===== config.mk =====
export PLATFORM = sky130hd
export DESIGN_NAME = sync_fifo_flat
export DESIGN_NICKNAME = d
export VERILOG_FILES = /design/src/rtl/sync_fifo_if.sv /design/src/rtl/sync_fifo.sv /design/src/flat_wrapper.sv
export SDC_FILE = /design/constraint.sdc
export NUM_CORES = 1
export LEC_CHECK = 0
export BUFFER_PORTS_ARGS = -buffer_cell sky130_fd_sc_hd__buf_2
export CORE_ASPECT_RATIO = 1.75
export CORE_MARGIN = 4
export CORE_UTILIZATION = 25
export DETAILED_ROUTE_END_ITERATION = 8
export PLACE_DENSITY = 0.41
export RECOVER_POWER = 50
export SETUP_SLACK_MARGIN = 0.05
export SLEW_MARGIN = 30
export SYNTH_ARGS = -nofsm -noshare
export SYNTH_HDL_FRONTEND = slang
export SYNTH_SLANG_ARGS = --single-unit
export TNS_END_PERCENT = 50

===== constraint.sdc =====
create_clock -name clk -period 2.7 [get_ports clk]
set_input_delay 0.675 -clock clk [delete_from_list [all_inputs] [get_ports clk]]
set_output_delay 0.675 -clock clk [all_outputs]
set_load 0.1 [all_outputs]

===== src/rtl/sync_fifo_if.sv =====
// rtl/sync_fifo_if.sv - write/read handshake bundle for sync_fifo
// Ports (signals):
//   data_i, s_valid_i / s_ready_o : producer side (payload, request, accept)
//   data_o, m_valid_o / m_ready_i : consumer side (head payload, valid, take)
// Modports:
//   slave  : the FIFO itself
//   master : the agent driving writes and taking reads
interface sync_fifo_if #(
    parameter int DATA_WIDTH = 8
);
    logic [DATA_WIDTH-1:0] data_i;
    logic                  s_valid_i;
    logic                  s_ready_o;
    logic [DATA_WIDTH-1:0] data_o;
    logic                  m_valid_o;
    logic                  m_ready_i;

    modport slave (
        input  data_i,
        input  s_valid_i,
        output s_ready_o,
        output data_o,
        output m_valid_o,
        input  m_ready_i
    );

    modport master (
        output data_i,
        output s_valid_i,
        input  s_ready_o,
        input  data_o,
        input  m_valid_o,
        output m_ready_i
    );
endinterface


===== src/rtl/sync_fifo.sv =====
// rtl/sync_fifo.sv - single-clock FIFO with optional registered output stage
// Ports:
//   clk            : clock, rising edge
//   rst_n          : synchronous active-low reset
//   flush_i        : synchronous clear, present only with SYNC_FIFO_FLUSH_EN
//   bus            : sync_fifo_if.slave (write and read handshakes)
//   count_o        : entries held, memory plus output stage
//   empty_o, full_o, almost_empty_o, almost_full_o : registered-state flags
// Optional feature macro: SYNC_FIFO_FLUSH_EN
module sync_fifo #(
    parameter int DATA_WIDTH = 8,
    parameter int FIFO_DEPTH = 32,
    parameter int AE_THRESH  = 1,
    parameter int AF_THRESH  = FIFO_DEPTH - 1,
    parameter int OUT_REG    = 0
) (
    input  logic                          clk,
    input  logic                          rst_n,
`ifdef SYNC_FIFO_FLUSH_EN
    input  logic                          flush_i,
`endif
    sync_fifo_if.slave                    bus,
    output logic [$clog2(FIFO_DEPTH)+1:0] count_o,
    output logic                          empty_o,
    output logic                          full_o,
    output logic                          almost_empty_o,
    output logic                          almost_full_o
);
    localparam int ADDR_WIDTH = $clog2(FIFO_DEPTH);
    localparam int CNT_WIDTH  = ADDR_WIDTH + 2;

    logic [DATA_WIDTH-1:0] mem [FIFO_DEPTH];
    logic [ADDR_WIDTH:0]   wr_ptr;
    logic [ADDR_WIDTH:0]   rd_ptr;
    logic [CNT_WIDTH-1:0]  count_q;

    logic mem_empty;
    logic mem_full;
    logic wr_en;      // accepted write
    logic rd_en;      // accepted read at the consumer interface
    logic mem_pop;    // memory head leaves memory (to consumer or output stage)
    logic mem_we;

    // Extra pointer bit distinguishes full from empty when low bits match.
    assign mem_empty = (wr_ptr == rd_ptr);
    assign mem_full  = (wr_ptr[ADDR_WIDTH] != rd_ptr[ADDR_WIDTH]) &&
                       (wr_ptr[ADDR_WIDTH-1:0] == rd_ptr[ADDR_WIDTH-1:0]);

    // Ready depends only on registered state, so a same-cycle read never
    // frees a slot for a write into a full memory.
    assign bus.s_ready_o = !mem_full;
    assign wr_en         = bus.s_valid_i && !mem_full;

`ifdef SYNC_FIFO_FLUSH_EN
    assign mem_we = wr_en && !flush_i;
`else
    assign mem_we = wr_en;
`endif

    always_ff @(posedge clk) begin
        if (mem_we) begin
            mem[wr_ptr[ADDR_WIDTH-1:0]] <= bus.data_i;
        end
    end

    generate
        if (OUT_REG == 0) begin : g_fwft
            // Head of memory is presented directly.
            assign bus.m_valid_o = !mem_empty;
            assign bus.data_o    = mem[rd_ptr[ADDR_WIDTH-1:0]];
            assign rd_en         = !mem_empty && bus.m_ready_i;
            assign mem_pop       = rd_en;
        end else begin : g_oreg
            logic                  out_valid;
            logic [DATA_WIDTH-1:0] out_data;

            assign bus.m_valid_o = out_valid;
            assign bus.data_o    = out_data;
            assign rd_en         = out_valid && bus.m_ready_i;
            // Refill the stage when it is empty or being drained this cycle.
            assign mem_pop       = !mem_empty && (!out_valid || rd_en);

            always_ff @(posedge clk) begin
                if (!rst_n) begin
                    out_valid <= 1'b0;
                    out_data  <= '0;
                end
`ifdef SYNC_FIFO_FLUSH_EN
                else if (flush_i) begin
                    out_valid <= 1'b0;
                end
`endif
                else if (mem_pop) begin
                    out_valid <= 1'b1;
                    out_data  <= mem[rd_ptr[ADDR_WIDTH-1:0]];
                end else if (rd_en) begin
                    out_valid <= 1'b0;
                end
            end
        end
    endgenerate

    always_ff @(posedge clk) begin
        if (!rst_n) begin
            wr_ptr  <= '0;
            rd_ptr  <= '0;
            count_q <= '0;
        end
`ifdef SYNC_FIFO_FLUSH_EN
        else if (flush_i) begin
            wr_ptr  <= '0;
            rd_ptr  <= '0;
            count_q <= '0;
        end
`endif
        else begin
            if (wr_en) begin
                wr_ptr <= wr_ptr + 1'b1;
            end
            if (mem_pop) begin
                rd_ptr <= rd_ptr + 1'b1;
            end
            if (wr_en && !rd_en) begin
                count_q <= count_q + 1'b1;
            end else if (rd_en && !wr_en) begin
                count_q <= count_q - 1'b1;
            end
        end
    end

    assign count_o        = count_q;
    assign full_o         = mem_full;
    assign empty_o        = (count_q == '0);
    assign almost_empty_o = (count_q <= CNT_WIDTH'(AE_THRESH));
    assign almost_full_o  = (count_q >= CNT_WIDTH'(AF_THRESH));
endmodule


===== src/flat_wrapper.sv =====
// flat-port wrapper written by rule: the top's interface ports become plain ports
module sync_fifo_flat 
#(
    parameter int DATA_WIDTH = 8,
    parameter int FIFO_DEPTH = 32,
    parameter int AE_THRESH  = 1,
    parameter int AF_THRESH  = FIFO_DEPTH - 1,
    parameter int OUT_REG    = 0
)
  (clk, rst_n, count_o, empty_o, full_o, almost_empty_o, almost_full_o, bus_data_i, bus_s_valid_i, bus_s_ready_o, bus_data_o, bus_m_valid_o, bus_m_ready_i);
  sync_fifo_if #(.DATA_WIDTH(DATA_WIDTH)) bus_i ();
  input  logic clk;
  input  logic rst_n;
  output logic [$clog2(FIFO_DEPTH)+1:0] count_o;
  output logic empty_o;
  output logic full_o;
  output logic almost_empty_o;
  output logic almost_full_o;
  input wire logic [$bits(bus_i.data_i)-1:0] bus_data_i;
  input wire logic [$bits(bus_i.s_valid_i)-1:0] bus_s_valid_i;
  output wire logic [$bits(bus_i.s_ready_o)-1:0] bus_s_ready_o;
  output wire logic [$bits(bus_i.data_o)-1:0] bus_data_o;
  output wire logic [$bits(bus_i.m_valid_o)-1:0] bus_m_valid_o;
  input wire logic [$bits(bus_i.m_ready_i)-1:0] bus_m_ready_i;
  assign bus_i.data_i = bus_data_i;
  assign bus_i.s_valid_i = bus_s_valid_i;
  assign bus_s_ready_o = bus_i.s_ready_o;
  assign bus_data_o = bus_i.data_o;
  assign bus_m_valid_o = bus_i.m_valid_o;
  assign bus_i.m_ready_i = bus_m_ready_i;
  sync_fifo #(.DATA_WIDTH(DATA_WIDTH), .FIFO_DEPTH(FIFO_DEPTH), .AE_THRESH(AE_THRESH), .AF_THRESH(AF_THRESH), .OUT_REG(OUT_REG)) u_core (.clk(clk), .rst_n(rst_n), .bus(bus_i), .count_o(count_o), .empty_o(empty_o), .full_o(full_o), .almost_empty_o(almost_empty_o), .almost_full_o(almost_full_o));
endmodule

Word level (Yosys, flattened, before mapping)

Memories as Yosys holds them, arrays and structs flattened. A register that Yosys moved wholly into a read port is not among the register bits.
Index checks and enable logic that the tools add are counted.
Widths: inputs -> output; s select.

Input port bits: 12
Register bits: 19
Word-level logic and storage cells: 30
Output and inout port bits: 21
Memories: 1
Memory bits (writable): 256

Memory list:

| memory     | depth | width | rd ports | clocked after Yosys merged registers in | wr ports | RTL line        | RTL |
|---|---|---|---|---|---|---|---|
| u_core.mem | 32    | 8     | 1        | 1                                       | 1        | sync_fifo.sv:32 | `logic [DATA_WIDTH-1:0] mem [FIFO_DEPTH];` |

Reductions and logical operators: 11
$add $sub $neg: 4
Eq/ne operators: 3
Magnitude comparators: 2
Mux-type cells: 6

Operators with widths:

| cell                | count |
|---|---|
| $mux 7              | 2 |
| $add 6x1->6 const B | 2 |
| $mux 5              | 2 |
| $add 7x1->7 const B | 1 |
| $ge 7x5->1 const B  | 1 |
| $le 7x1->1 const B  | 1 |
| $logic_not 7->1     | 1 |
| $sub 7x1->7 const B | 1 |
| $eq 6x6->1          | 1 |
| $eq 5x5->1          | 1 |
| $logic_and 1x1->1   | 5 |
| $logic_not 1->1     | 4 |
| $mux 1              | 2 |
| $reduce_bool 2->1   | 1 |
| $ne 1x1->1          | 1 |

Logic depth before layout (Yosys ltp)

Depth after elaboration: 8
Depth in mapped cells: 12
Depth with buffers taken out: 9

Least setup slack after synthesis

OpenSTA, ideal clock, no wires.

Path kind: register to output
From: register u_core.count_q[0], in the netlist u_core.count_o[0]
To: output port almost_full_o
Path buffers: 0
Required time: 2025 ps
Stages on the path, launching flop included: 4
Arrival time: 3612 ps
Slack: -1587 ps
Path through: dfxtp_1 ha_1 a21oi_1 o21ai_0

Word-level cells in the longest chain between the ends: 1

Ends and longest elaborated chain:

| item                   | RTL line           | RTL |
|---|---|---|
| start, declared        | sync_fifo.sv:35    | `logic [CNT_WIDTH-1:0] count_q;` |
| start signal, assigned | sync_fifo.sv:124   | `count_q <= count_q + 1'b1;` |
| start signal, assigned | sync_fifo.sv:126   | `count_q <= count_q - 1'b1;` |
| $ge 7x5->1             | sync_fifo.sv:135   | `assign almost_full_o = (count_q >= CNT_WIDTH'(AF_THRESH));` |
| end, declared          | flat_wrapper.sv:18 | `output logic almost_full_o;` |

Every way passes these cells.

==> impl_metrics.json <==
{
  "fin_crit_sh_pct": 129,
  "hp-class": "flip-flop to flip-flop",
  "tns_ns": -6.30,
  "yosys.area_share.simple_pct": 4.14,
  "ys.warnings.count": 0,
  "fin_crit_ns": 3.47,
  "yosys.area.top_type_share_pct": 68.9,
  "grt_pass1_wl_mm": 42.1,
  "synth_flop_cell": "edfxtp_1",
  "maxCapViolCount": 3,
  "clock_path_buffers": 3,
  "synth_compound_area_share_pct": 1.64,
  "tightestPinTransition_ns": 1.54,
  "ant_nets": 0,
  "clkLatencyLatePin_ns": 0.54,
  "p_per_area_nw_per_um2": 802,
  "path_max_fanout": 8,
  "avgRoutedWirePerCell_um": 23.2,
  "synth-edff-count": 256,
  "detailed_place_hpwl_mm": 19.9,
  "synth_area_leaders": "edfxtp_1 69%, mux4_2 16%, dfxtp_1 4.3%",
  "syn_area_um2": 11100,
  "antenna_found_initial": 0,
  "syn2layout_area_growth_pct": 22.6,
  "startpoint_type": "flip-flop",
  "yosys.area_share.adder_pct": 1.12,
  "path_clk_slew_ns": 0.07,
  "fillers": 4350,
  "fin_hold_ws_ns": 0.498,
  "die_x_um": 168,
  "r2r_slack_ns": -0.07,
  "cts.sinks": 280,
  "crit_chain": "buf_12, clkbuf_16, mux4_2, mux4_2, mux2_4, buf_12",
  "async_flop_share_pct": 0,
  "dieHeight_um": 287,
  "num_io_pins": 33,
  "leakagePower_nw": 4.33,
  "slowest_stage": "mux4_2",
  "die_area_um2": 48200,
  "skew_ns": 0.0143,
  "synth_xor_area_share_pct": 1.18,
  "syn_area_per_cell_um2": 20.3,
  "crit_arrival_ns": 2.80,
  "post-synth-top-area-cell": "edfxtp_1",
  "cts_buffers": 28,
  "drc": 0,
  "grt.overflow.total": 0,
  "reg2regPathDepth": 8,
  "slowest_delay_ns": 0.58,
  "r2r-start": "u_core.rd_ptr[3]",
  "grt_pass1_vias": 6072,
  "violations": "max-capacitance violations, max-slew violations, negative setup slack",
  "clock.fmax_mhz": 288,
  "synth_top_family_by_area": "multiplexers",
  "first_pass_iters": 6,
  "min_to": "u_core.wr_ptr[5]",
  "gp_congestion": 0.754,
  "drt_iter0_markers": 348,
  "initial_utilization_pct": 25.2,
  "ctsHtreeMaxLevel": 1,
  "status": "complete, but fails checks",
  "synth_seq_cells": 280,
  "total_power_mw": 11.0,
  "cts_tree": "done",
  "setup.worst_path.end_class": "output port",
  "critPathRequiredTime_ns": 2.03,
  "synthMuxAreaShare_pct": 17.2,
  "nets": 670,
  "slew_violations": 66,
  "gr-usage-all-layers_pct": 12.0,
  "rsz0062_at_grt": "yes",
  "postSynthNetCount": 572,
  "postCtsHoldBufs": 0,
  "utilization_pct": 31.0,
  "place_ws_ns": -0.343,
  "r2r-end": "u_core.count_o[6]",
  "portBuffers": 32,
  "diodes": 0,
  "postLayoutSetupSlackWorst_ns": -0.770,
  "coreArea_um2": 44200,
  "drive_above_1_share_pct": 34.2,
  "path_class": "flip-flop to output port",
  "hold_violations": 0,
  "hp-start": "u_core.wr_ptr[5]",
  "vias_per_cell": 4.41,
  "synth_cell_types": 41,
  "fp-row-count": 102,
  "vias": 5470,
  "setup_viol_count_final": 11,
  "synth_seq_area_share_pct": 73.3,
  "irDropWorstVdd_mv": 1.86,
  "holdPathStages": 2,
  "ctsRootBufferMaster": "clkbuf_16",
  "wirelength_mm": 28.8,
  "synth_cells": 550,
  "relSlewSlack_pct": -2.49,
  "grt_max_degree": 38
}
[report_power, final]
group          internal, mW  switching [mW]  total (mW)
registers              4.81           0.102        4.91
logic                 0.782            1.51        2.30
clock network          2.15            1.60        3.76
[cell type report]
class                           instances  area [µm²]  area share, %
Inverter                                5        22.5          0.165
Clock buffer                           32         737           5.39
Tap cell                              572         716           5.23
Clock inverter                         19         154           1.13
Multi-Input combinational cell        237        2860           20.9
Timing Repair Buffer                   96        1000           7.35
Sequential cell                       280        8170           59.8
[how the worst max path moves through the flow]
stage                        endpoint  slack (ns)  depth (start not counted)
CTS                     bus_data_o[1]       -0.81                          7
finish                  bus_data_o[4]       -0.77                          6
detailed placement      bus_data_o[1]       -0.34                          6
global placement        bus_data_o[4]       -0.34                          6
global route            bus_data_o[1]       -0.83                          7
floorplan           u_core.count_o[6]       -0.17                         10
[worst max-delay path, delay by kind of cell, from the launching register on]
family | cells | cell delay, ns
buf+inv | 3 | 0.46
flops | 1 | 0.41
mux | 3 | 1.37
[synth_stat cells, types with 6 or more instances]
cell / n
dfxtp_1: 24
mux2_2: 8
o21ai_0: 7
nand3_1: 8
edfxtp_1: 256
buf_4: 6
nor2_1: 36
clkbuf_1: 12
xor2_1: 10
nand2_1: 16
and2_1: 10
mux4_2: 80
ha_1: 10
[state kept, by name, summed over array words and instances, names as in the netlist, named ones only]
register / count
u_core.mem: 256
u_core.rd_ptr: 6
u_core.count_o: 7
u_core.wr_ptr: 6
[through the flow]
step / cells / cell area [µm²]
2_1_floorplan: 550 / 11300
3_3_place_gp: 1183 / 12500
3_5_place_dp: 1183 / 12500
4_1_cts: 1238 / 13600
5_1_grt: 1241 / 13700
6_report: 1241 / 13700
[timing repair]
item | CTS | global route
endpoints found under the setup margin | 12 | 12
pin swaps | 1 | 0
cloned | 2 | 2
buffers inserted | 2 | 1
gates resized for setup | 45 | 5
[cell families (layout without fill, tap and decap cells)]
group           after synthesis  after routing
fa+ha+maj                    10             10
xor+xnor                     15             15
simple gates                 94             94
flops                       280            280
compound gates               27             27
buf+inv                      33            152
mux                          91             91
[per-layer routing]
layer	up-vias	wire, µm	GRT usage, %
met5	-	0	0
met4	0	854	3.98
met3	36	982	1.75
met2	122	16900	24.1
met1	2883	10100	12.5
li1	2429	-	-
[layout by cell type (no fill, tap or decap), types with 8 or more instances in the layout]
cell       synthesis  final
edfxtp_1         256    256
mux4_2            80     80
buf_4              6     42
nor2_1            36     34
clkbuf_16          0     31
dfxtp_1           24     21
buf_12             0     20
nand2_1           16     16
clkbuf_1          12     14
buf_2              4     12
xor2_1            10     10
ha_1              10     10
clkinv_2           0     10
mux2_4             0      8
nand3_1            8      8
Note: power is estimated with default switching activity, not from simulation.
